==> config.mk <==
export PLATFORM = sky130hd
export DESIGN_NAME = xoshiro_prng_fifo
export DESIGN_NICKNAME = d
export VERILOG_FILES = /design/src/rtl/xoshiro_prng_fifo.sv
export SDC_FILE = /design/constraint.sdc
export NUM_CORES = 1
export LEC_CHECK = 0
export BUFFER_PORTS_ARGS = -buffer_cell sky130_fd_sc_hd__buf_2
export CORE_MARGIN = 10
export CORE_UTILIZATION = 35
export CTS_CLUSTER_SIZE = 14
export DETAILED_ROUTE_END_ITERATION = 7
export MAX_ROUTING_LAYER = met4
export PLACE_DENSITY = 0.5
export SYNTH_ARGS = -nofsm -noshare
export SYNTH_HDL_FRONTEND = slang
export SYNTH_SLANG_ARGS = --single-unit
==> constraint.sdc <==
create_clock -name clk -period 12.3 [get_ports clk]
set_input_delay 0.615 -clock clk [delete_from_list [all_inputs] [get_ports clk]]
set_output_delay 0.615 -clock clk [all_outputs]
set_load 0.02 [all_outputs]
==> src/rtl/xoshiro_prng_fifo.sv <==
// xoshiro_prng_fifo
//   xoshiro128++ (W=32) or xoshiro256++ (W=64) generator. Words are prefetched into a
//   first-word-fall-through FIFO. A hardware jump engine advances the state by 2^(2W)
//   steps to start a non-overlapping substream.
// Ports:
//   clk, rst_n            clock, asynchronous active-low reset
//   write/write_addr/     load state word s[write_addr] (ignored while busy); flushes FIFO
//     write_data
//   jump                  start a jump sequence (ignored while busy); flushes FIFO
//   busy                  high while seeding after reset or while jumping
//   rd_valid/rd_ready/    FIFO head and pop handshake
//     rd_data
//   level                 FIFO occupancy
module xoshiro_prng_fifo #(
    parameter int unsigned W     = 32,
    parameter int unsigned DEPTH = 4
) (
    input  logic                   clk,
    input  logic                   rst_n,
    input  logic                   write,
    input  logic [1:0]             write_addr,
    input  logic [W-1:0]           write_data,
    input  logic                   jump,
    output logic                   busy,
    output logic                   rd_valid,
    input  logic                   rd_ready,
    output logic [W-1:0]           rd_data,
    output logic [$clog2(DEPTH):0] level
);

    localparam int unsigned PW     = $clog2(DEPTH);
    localparam int unsigned BW     = $clog2(W);
    localparam int unsigned SW     = BW + 2;  // step counter spans 4*W jump steps
    localparam int unsigned ShiftT = (W == 32) ? 9 : 17;
    localparam int unsigned RotR   = (W == 32) ? 7 : 23;
    localparam int unsigned RotS   = (W == 32) ? 11 : 45;

    typedef enum logic [1:0] {StSeed, StRun, StJump, StCommit} state_e;

    function automatic logic [W-1:0] rotl(input logic [W-1:0] x, input int unsigned k);
        return (x << k) | (x >> (W - k));
    endfunction

    function automatic logic [W-1:0] seed_word(input logic [1:0] i);
        logic [63:0] v;
        unique case (i)
            2'd0:    v = (W == 32) ? 64'h0D1929D2 : 64'h0D1929D2491DFB74;
            2'd1:    v = (W == 32) ? 64'h491DFB74 : 64'h473E5E7DD6CA8A07;
            2'd2:    v = (W == 32) ? 64'h473E5E7D : 64'h9E3779B97F4A7C15;
            default: v = (W == 32) ? 64'hD6CA8A07 : 64'hBF58476D1CE4E5B9;
        endcase
        return v[W-1:0];
    endfunction

    function automatic logic [W-1:0] jump_word(input logic [1:0] i);
        logic [63:0] v;
        unique case (i)
            2'd0:    v = (W == 32) ? 64'h8764000B : 64'h180EC6D33CFD0ABA;
            2'd1:    v = (W == 32) ? 64'hF542D2D3 : 64'hD5A61266F0C9392C;
            2'd2:    v = (W == 32) ? 64'h6FA035C3 : 64'hA9582618E03FC9AA;
            default: v = (W == 32) ? 64'h77F2DB5B : 64'h39ABDC4529B1661C;
        endcase
        return v[W-1:0];
    endfunction

    state_e         state_q;
    logic [1:0]     seed_cnt_q;
    logic [SW-1:0]  step_q;
    logic [W-1:0]   s_q   [4];
    logic [W-1:0]   acc_q [4];
    logic [W-1:0]   mem_q [DEPTH];
    logic [PW:0]    wptr_q, rptr_q;

    logic [W-1:0]   s_nxt [4];
    logic [W-1:0]   t, x0, x1, x2, x3, result, jw;
    logic           jump_bit, pop, full, gen;

    // One xoshiro step and the ++ scrambler on the current state
    always_comb begin
        t        = s_q[1] << ShiftT;
        x2       = s_q[2] ^ s_q[0];
        x3       = s_q[3] ^ s_q[1];
        x1       = s_q[1] ^ x2;
        x0       = s_q[0] ^ x3;
        s_nxt[0] = x0;
        s_nxt[1] = x1;
        s_nxt[2] = x2 ^ t;
        s_nxt[3] = rotl(x3, RotS);
        result   = rotl(s_q[0] + s_q[3], RotR) + s_q[0];
    end

    // Step i uses bit (i mod W) of jump word (i / W)
    always_comb begin
        jw       = jump_word(step_q[SW-1:BW]);
        jump_bit = jw[step_q[BW-1:0]];
    end

    // Occupancy comes from the extra pointer bit; pointers wrap modulo DEPTH
    always_comb begin
        level    = wptr_q - rptr_q;
        rd_valid = (level != '0);
        rd_data  = mem_q[rptr_q[PW-1:0]];
        pop      = rd_ready & rd_valid;
        full     = (level == (PW + 1)'(DEPTH));
        gen      = (state_q == StRun) & ~write & ~jump & (~full | pop);
    end

    always_ff @(posedge clk or negedge rst_n) begin
        if (!rst_n) begin
            state_q    <= StSeed;
            seed_cnt_q <= '0;
            step_q     <= '0;
            busy       <= 1'b1;
            wptr_q     <= '0;
            rptr_q     <= '0;
            for (int i = 0; i < 4; i++) begin
                s_q[i]   <= '0;
                acc_q[i] <= '0;
            end
            for (int i = 0; i < int'(DEPTH); i++) begin
                mem_q[i] <= '0;
            end
        end else begin
            // Pops are honoured in every state; a flush below overrides this
            if (pop) begin
                rptr_q <= rptr_q + (PW + 1)'(1);
            end
            unique case (state_q)
                StSeed: begin
                    s_q[seed_cnt_q] <= seed_word(seed_cnt_q);
                    seed_cnt_q      <= seed_cnt_q + 2'd1;
                    if (seed_cnt_q == 2'd3) begin
                        state_q <= StRun;
                        busy    <= 1'b0;
                    end
                end
                StRun: begin
                    if (write) begin
                        s_q[write_addr] <= write_data;
                        rptr_q          <= wptr_q;
                    end else if (jump) begin
                        state_q <= StJump;
                        busy    <= 1'b1;
                        step_q  <= '0;
                        rptr_q  <= wptr_q;
                        for (int i = 0; i < 4; i++) begin
                            acc_q[i] <= '0;
                        end
                    end else if (gen) begin
                        mem_q[wptr_q[PW-1:0]] <= result;
                        wptr_q                <= wptr_q + (PW + 1)'(1);
                        for (int i = 0; i < 4; i++) begin
                            s_q[i] <= s_nxt[i];
                        end
                    end
                end
                StJump: begin
                    for (int i = 0; i < 4; i++) begin
                        if (jump_bit) begin
                            acc_q[i] <= acc_q[i] ^ s_q[i];
                        end
                        s_q[i] <= s_nxt[i];
                    end
                    step_q <= step_q + SW'(1);
                    if (step_q == '1) begin
                        state_q <= StCommit;
                    end
                end
                StCommit: begin
                    for (int i = 0; i < 4; i++) begin
                        s_q[i] <= acc_q[i];
                    end
                    state_q <= StRun;
                    busy    <= 1'b0;
                end
                default: state_q <= StSeed;
            endcase
        end
    end

endmodule

After elaboration in Yosys (flattened, before gate mapping)
Index checks and enable logic that the tools add are counted.
{"block": "totals", "register_bits": 402, "input_bits": 39, "out_inout_bits": 37, "wordCells": 132}
{"block": "op_classes", "addsub": 7, "n_eq_ne": 17, "muxes": 44, "n_bitwise": 23, "n_reduce_logical": 15, "magnitude_cmp": 8}
{"cell": "$mux W128", "count": 5}
{"cell": "$pmux W128 S4", "count": 1}
{"cell": "$bwmux W128", "count": 3}
{"cell": "$mux W32", "count": 10}
{"cell": "$xor A32 B32 Y32", "count": 9}
{"cell": "$pmux W128 S2", "count": 1}
{"cell": "$demux W32 S2", "count": 3}
{"cell": "$pmux W32 S3", "count": 2}
{"cell": "$add A32 B32 Y32", "count": 2}
{"cell": "$bmux W32 S2", "count": 1}
{"cell": "$or A32 B11 Y32", "count": 1}
{"cell": "$or A32 B7 Y32", "count": 1}
{"cell": "$reduce_and A4 Y1", "count": 4}
{"cell": "$mux W7", "count": 2}
{"cell": "$pmux W7 S2", "count": 1}
{"cell": "$ge A3 B3 Y1 const B", "count": 4}
{"cell": "$mux W3", "count": 4}
{"cell": "$not A2 Y3", "count": 4}
{"cell": "$eq A2 B2 Y1 const B", "count": 5}
{"cell": "$ne A2 B2 Y1 const B", "count": 5}
{"cell": "$lt A3 B1 Y1 const B", "count": 3}
{"cell": "$mux W2", "count": 4}
{"cell": "$pmux W2 S4", "count": 1}
{"cell": "$add A7 B1 Y7 const B", "count": 1}
{"cell": "other kinds (20)", "count": 37}

Longest topological paths before layout
Gate-level depths: netlist (run 1).
{"block": "depth", "word_depth": 9, "mapped_depth": 22, "depth_no_buf": 22}

Worst setup path after synthesis (run 1)
No wires, ideal clock.
{"block": "synth_timing", "path_type": "reg2reg", "start": "reg s_q[97] (netlist name)", "end": "reg mem_q[126] (netlist name)", "t_arrival_ns": 4.858, "n_path_buf": 0, "path_stages_with_launch": 22, "synth_period_minus_slack_ns": 4.991, "setup_slack_ns": 7.309, "t_required_ns": 12.168, "setup_ns": 0.132, "path_cell_list": "dfrtp_1 > ha_1 > a211oi_1 > o21bai_1 > o2111ai_1 > nand4b_1 > o22a_1 > a31o_2 > a21o_1 > a21oi_1 > xnor2_1 > ha_1 > fa_1 > a211oi_2 > o21ai_1 > and3_1 > a211o_1 > a22o_1 > o41ai_4 > nor3_1 > a311oi_2 > o21ai_1"}
{"block": "synth_between", "elab_chain_cells": 4}
{"element": "start, declared", "line_no": "69", "text": "logic [W-1:0] s_q [4];"}
{"element": "start signal, assigned by index", "line_no": "130", "text": "s_q[seed_cnt_q] <= seed_word(seed_cnt_q);"}
{"element": "start signal, assigned by index", "line_no": "139", "text": "s_q[write_addr] <= write_data;"}
{"element": "start signal, assigned by index", "line_no": "153", "text": "s_q[i] <= s_nxt[i];"}
{"element": "$add A32 B32 Y32", "line_no": "89", "text": "result = rotl(s_q[0] + s_q[3], RotR) + s_q[0];"}
{"element": "$or A32 B7 Y32", "line_no": "41", "text": "return (x << k) | (x >> (W - k));"}
{"element": "$add A32 B32 Y32 *", "line_no": "89"}
{"element": "$bwmux W128 *", "line_no": "150", "text": "mem_q[wptr_q[PW-1:0]] <= result;"}
{"element": "end signal, assigned by index", "line_no": "150"}
{"element": "end, declared", "line_no": "71", "text": "logic [W-1:0] mem_q [DEPTH];"}
Mark *: on every way between the ends. The rest lies on a longest branch, timed or not.
A chain may end at the register's enable or synchronous reset.

Worst setup path in the final report (run 1)
{"block": "layout_timing", "start": "reg s_q[106] (netlist name)", "end": "reg mem_q[30] (netlist name)"}
The elaborated chain is that of the path after synthesis.

==> reports/results.tsv, run 1 <==
metric	value	unit
initial drt markers	2265	
Post-Synthesis Cells	2577	
WS Path Type	flip-flop to flip-flop	
mapped cell area	24070	um2
RSZ-0062 raised after global routing	false	
complex-gate fraction of the synthesized area	0.2120	
number of remaining DRC errors	0	
Syn Nets	2705	
Worst R2R Start	s_q[106]	
post_cts resized	0	
simple-gate share of the synthesized area	0.1207	
largest family of logic cells by synthesized area	compound AO/OA/AOI/OAI gates	
Setup crit end	mem_q[30]	
Die Wd	282.3	um
Crit. End Element	flip-flop	
layout cells sized above 1	0.1143	
setup bufs post-CTS	0	
final worst clock skew	49.60	ps
r2r endpoint	mem_q[30]	
CTS buffer count	48	
post-placement cell count	3387	
die height	282.3	um
routability cong.	0.9089	
fin area	26820	um2
critical path peak fanout	8	
first-pass GRT wire length	134600	um
crit path launch type	flip-flop	
Final #Nets	2683	
Hold WC Path Type	input pin to asynchronous set/reset pin	
asr flop ratio synth	1.000	
Routed WL	89700	um
synthesized-area fraction occupied by adder cells	0.04719	
GRT Overall Usage	0.2293	
detailed-route via count	20483	
relative max-transition margin	0.1337	
CTS tree	yes	
# hold bufs at CTS	0	
drt wl/cell	25.81	um
final std cells w/o fill	3476	
Yosys top cell area share	0.4168	
Worst EP required	12740	ps
# rows	96	
top-count cell post-synth	nand2_1	
placed cell area	25240	um2
largest net degree at the start of global routing	80	
post-synthesis xor/xnor area fraction	0.1091	
Core Region	68350	um2
num ports	76	
main flop type after synthesis	dfrtp_1	
CP Data Arrival Time	6250	ps
status	complete, no violations	
max frequency	172.1	MHz
full die area	79670	um2
Slew Viols, Final	0	
initial antenna violation count	4	
top post-synthesis cells by area	dfrtp_1 42%, xor2_1 7.2%, nand2_1 6.4%, o21ai_0 5.0%, ha_1 4.5%	
Synth-to-Final Area Change	11.41	%
worst setup path start	s_q[106]	
Synth area leader	dfrtp_1	
Antenna Nets Post-Route	0	
Post-synth top cells	408 x nand2_1, 401 x dfrtp_1, 242 x o21ai_0	
IO Port Bufs	75	
r2r worst-path depth	21	
htree depth	2	
average size of a mapped cell	9.342	um2
HPWL after detailed placement	59810	um
Final setup viols	0	
vias in the first global route	20203	
Worst-Skew Late Latency	630	ps
maxcap violations	0	
routed vias/inst	5.893	
share of the yosys chip area belonging to registers	0.4179	
Sink Count	402	
clock-pin slew on the worst setup and hold paths	60	ps
fin crit share	0.4725	
Worst Tran Pin Value	1299	ps
synth warn	0	
initial cell density of the core	0.3522	
total grt overflow	0	
Post-synth EDFFs	0	
total negative slack	0	ps
Tmin final	5812	ps
reg2reg setup slack	6490	ps
mux contribution to synthesized area	0.05577	
Root Driver	clkbuf_16	
flops & latches, synth	402	
Unique masters post-synth	74	
CTS Buffer Depth	3	
Pre-Repair DR Iteration Count	6	
Final Hold Fails	0	
-- worst max-delay path: stages, from the launching register on --
cell	delay (ps)
dfrtp_1	580
ha_1	370
a21oi_1	210
nand2_1	130
o211ai_1	220
nand4b_1	260
o22a_1	290
a31o_2	290
a21o_1	180
a21oi_1	190
xnor2_1	130
ha_1	230
fa_1	470
a211oi_2	270
o21ai_1	110
and3_1	150
a211o_1	370
a22o_1	260
o41ai_4	380
nor3_1	110
a311oi_2	320
o21ai_1	130
-- cell families (layout without fill, tap and decap cells) --
kind of cell | after synthesis | after routing
buf+inv | 230 | 243
mux | 88 | 88
fa+ha+maj | 89 | 89
compound gates | 752 | 752
flops | 402 | 402
xor+xnor | 300 | 300
simple gates | 716 | 716
other cells | 0 | 4
-- routing by layer --
metal | track usage | wire, um | share of wire
met2 | 0.3449 | 39770 | 0.44
met4 | 0.07965 | 3203 | 0.036
met3 | 0.03208 | 6034 | 0.067
met5 | - | 0 | 0
met1 | 0.3129 | 40700 | 0.45
-- how the worst min path moves through the flow --
stage                          from         to  slack [ps]  cells after the start
after floorplan               rst_n   acc_q[0]         320                      0
after global placement    mem_q[98]  mem_q[98]         460                      2
after detailed placement   mem_q[9]   mem_q[9]         470                      2
after CTS                     rst_n   mem_q[5]          10                      1
after global routing          rst_n   mem_q[2]          40                      1
final                         rst_n   mem_q[2]          10                      1
-- final cells by class --
cell class / instances / area, um2
clock buffer: 72 / 1423
multi-input combinational: 1945 / 13220
antenna: 4 / 10.01
tap: 882 / 1104
sequential: 402 / 10060
clock inverter: 13 / 153.9
fill: 6834 / 41520
inverter: 43 / 161.4
timing repair buffer: 115 / 685.7
-- per-stage QoR --
step           hold WS, ps    util  setup WS, ps
3_5_place_dp         465.7  0.3692          6499
6_report             11.11  0.3924          6488
4_1_cts              13.60  0.3923          6478
5_1_grt              42.79  0.3924          6065
2_1_floorplan        319.4       -          7309
3_3_place_gp         456.0  0.3692          6611
-- state kept, by name, indices dropped and copies added, names as in the netlist --
name	count
acc_q	128
busy	1
mem_q	128
rptr_q	3
s_q	128
seed_cnt_q	2
state_q	2
step_q	7
wptr_q	3
-- placed cells by master (no fill, tap or decap), types with 74 or more instances in the layout --
cell type	n
nand2_1	402
dfrtp_1	400
o21ai_0	241
xor2_1	198
nor2_1	191
a21oi_1	118
xnor2_1	102
ha_1	84
a221oi_1	78
buf_2	74
Power of run 1 is not shown: default switching activity piles up to over one toggle a cycle in this logic, so the estimate is an artifact.
==> run 2, diff against run 1 <==
==> constraint.sdc (replaced) <==
create_clock -name clk -period 6 [get_ports clk]
set_input_delay 0.3 -clock clk [delete_from_list [all_inputs] [get_ports clk]]
set_output_delay 0.3 -clock clk [all_outputs]
set_load 0.02 [all_outputs]
==> reports/results.tsv, run 2 (synthesized netlist as in run 1, its figures left out) <==
metric	value	unit
final worst clock skew	47.35	ps
RSZ-0062 raised after global routing	false	
CTS tree	yes	
initial antenna violation count	1	
number of remaining DRC errors	1	
die height	282.3	um
Tmin final	5692	ps
drt wl/cell	25.41	um
HPWL after detailed placement	60010	um
# rows	96	
commonest non-fill, non-tap cell in the layout	nand2_1	
Hold WC Path Type	input pin to flip-flop	
maxcap violations	0	
Final Hold Fails	0	
Sink Count	402	
crit path launch type	flip-flop	
Die Wd	282.3	um
Synth-to-Final Area Change	12.55	%
max frequency	175.7	MHz
detailed-route via count	20456	
Worst EP required	6440	ps
fin crit share	0.9487	
GRT Overall Usage	0.2273	
vias in the first global route	19707	
status	finished with violations	
Pre-Repair DR Iteration Count	8	
fillcell total	6760	
Root Driver	clkbuf_16	
full die area	79670	um2
Worst-Skew Late Latency	630	ps
initial cell density of the core	0.3522	
total negative slack	0	ps
FF+latch area	10060	um2
Final #Nets	2708	
total grt overflow	0	
Routed WL	89030	um
Final setup viols	0	
CTS Buffer Depth	3	
layout cells sized above 1	0.1233	
IO Port Bufs	75	
clock-pin slew on the worst setup and hold paths	60	ps
failing checks	DRC	
Core Region	68350	um2
CP Data Arrival Time	6130	ps
routability cong.	0.9342	
largest net degree at the start of global routing	133	
relative max-transition margin	0.2788	
Slew Viols, Final	0	
Antenna Nets Post-Route	0	
routed vias/inst	5.840	
CTS buffer count	49	
htree depth	2	
initial drt markers	2225	
Top Registers	acc_q x128, mem_q x128, s_q x128	
area of the multi-input gates	13220	um2
Crit. End Element	flip-flop	
num ports	76	
most frequent cells in the layout	402 x nand2_1, 400 x dfrtp_1, 241 x o21ai_0, 198 x xor2_1, 191 x nor2_1	
Worst Tran Pin Value	1082	ps
critical path peak fanout	8	
first-pass GRT wire length	133700	um
WS Path Type	flip-flop to flip-flop	
[run 2: final cells by class]
type	instances	area share
diodes	2	0.0001847
clock buffers	75	0.05292
clock inverters	15	0.006881
inverters	43	0.005957
multi-input cells	1945	0.4881
flip-flops and latches	402	0.3714
well taps	882	0.04073
repair buffers	139	0.03390
[run 2: through the flow]
step	cell area (um2)	util	instances	hold slack, ps	worst slack (ps)
after floorplan	24070	-	2577	4.409	1009
after global placement	25440	0.3723	3409	353.9	366.8
after detailed placement	25440	0.3723	3409	360.1	327.1
after CTS	27070	0.3961	3500	73.39	257.0
after global routing	27090	0.3964	3502	101.2	15.58
final	27090	0.3964	3503	92.26	308.0
[run 2: worst paths after layout]
check | depth (start not counted) | slack (ps) | to | startpoint
setup / recovery | 21 | 310 | mem_q[30] | s_q[103]
hold / removal | 3 | 90 | s_q[125] | write_data[29]
setup reg to reg | 21 | 310 | mem_q[30] | s_q[103]
hold reg to reg | 2 | 470 | mem_q[91] | mem_q[91]
max in group asynchronous | 3 | 4350 | acc_q[37] | rst_n
min in group asynchronous | 2 | 320 | mem_q[106] | rst_n
[run 2: what timing repair did]
item                                   in CTS  in global routing
gates resized for setup                     0                  3
endpoints found under the hold margin      77                  0
hold buffers                                1                  0
setup buffers                               0                  1
setup endpoints to repair                   0                  9
[run 2: metal layers]
metal,GRT usage,wire length (um)
met4,0.06588,2711
met5,-,0
met3,0.02243,5385
met2,0.3487,40750
met1,0.3153,40190
[run 2: worst max-delay path, stage by stage (launching register included)]
cell,delay [ps]
dfrtp_1,490
ha_1,410
a21oi_1,290
a21oi_1,130
o211ai_1,180
nand4b_1,210
o22a_1,270
a31o_2,290
a21o_1,180
a21oi_1,160
xnor2_1,130
ha_1,240
fa_2,400
a211oi_2,260
o21ai_1,120
and3_1,160
a211o_1,350
a22o_1,260
o41ai_4,380
nor3_1,110
a311oi_2,370
o21ai_1,120
Power of run 2 is left out for the same reason.
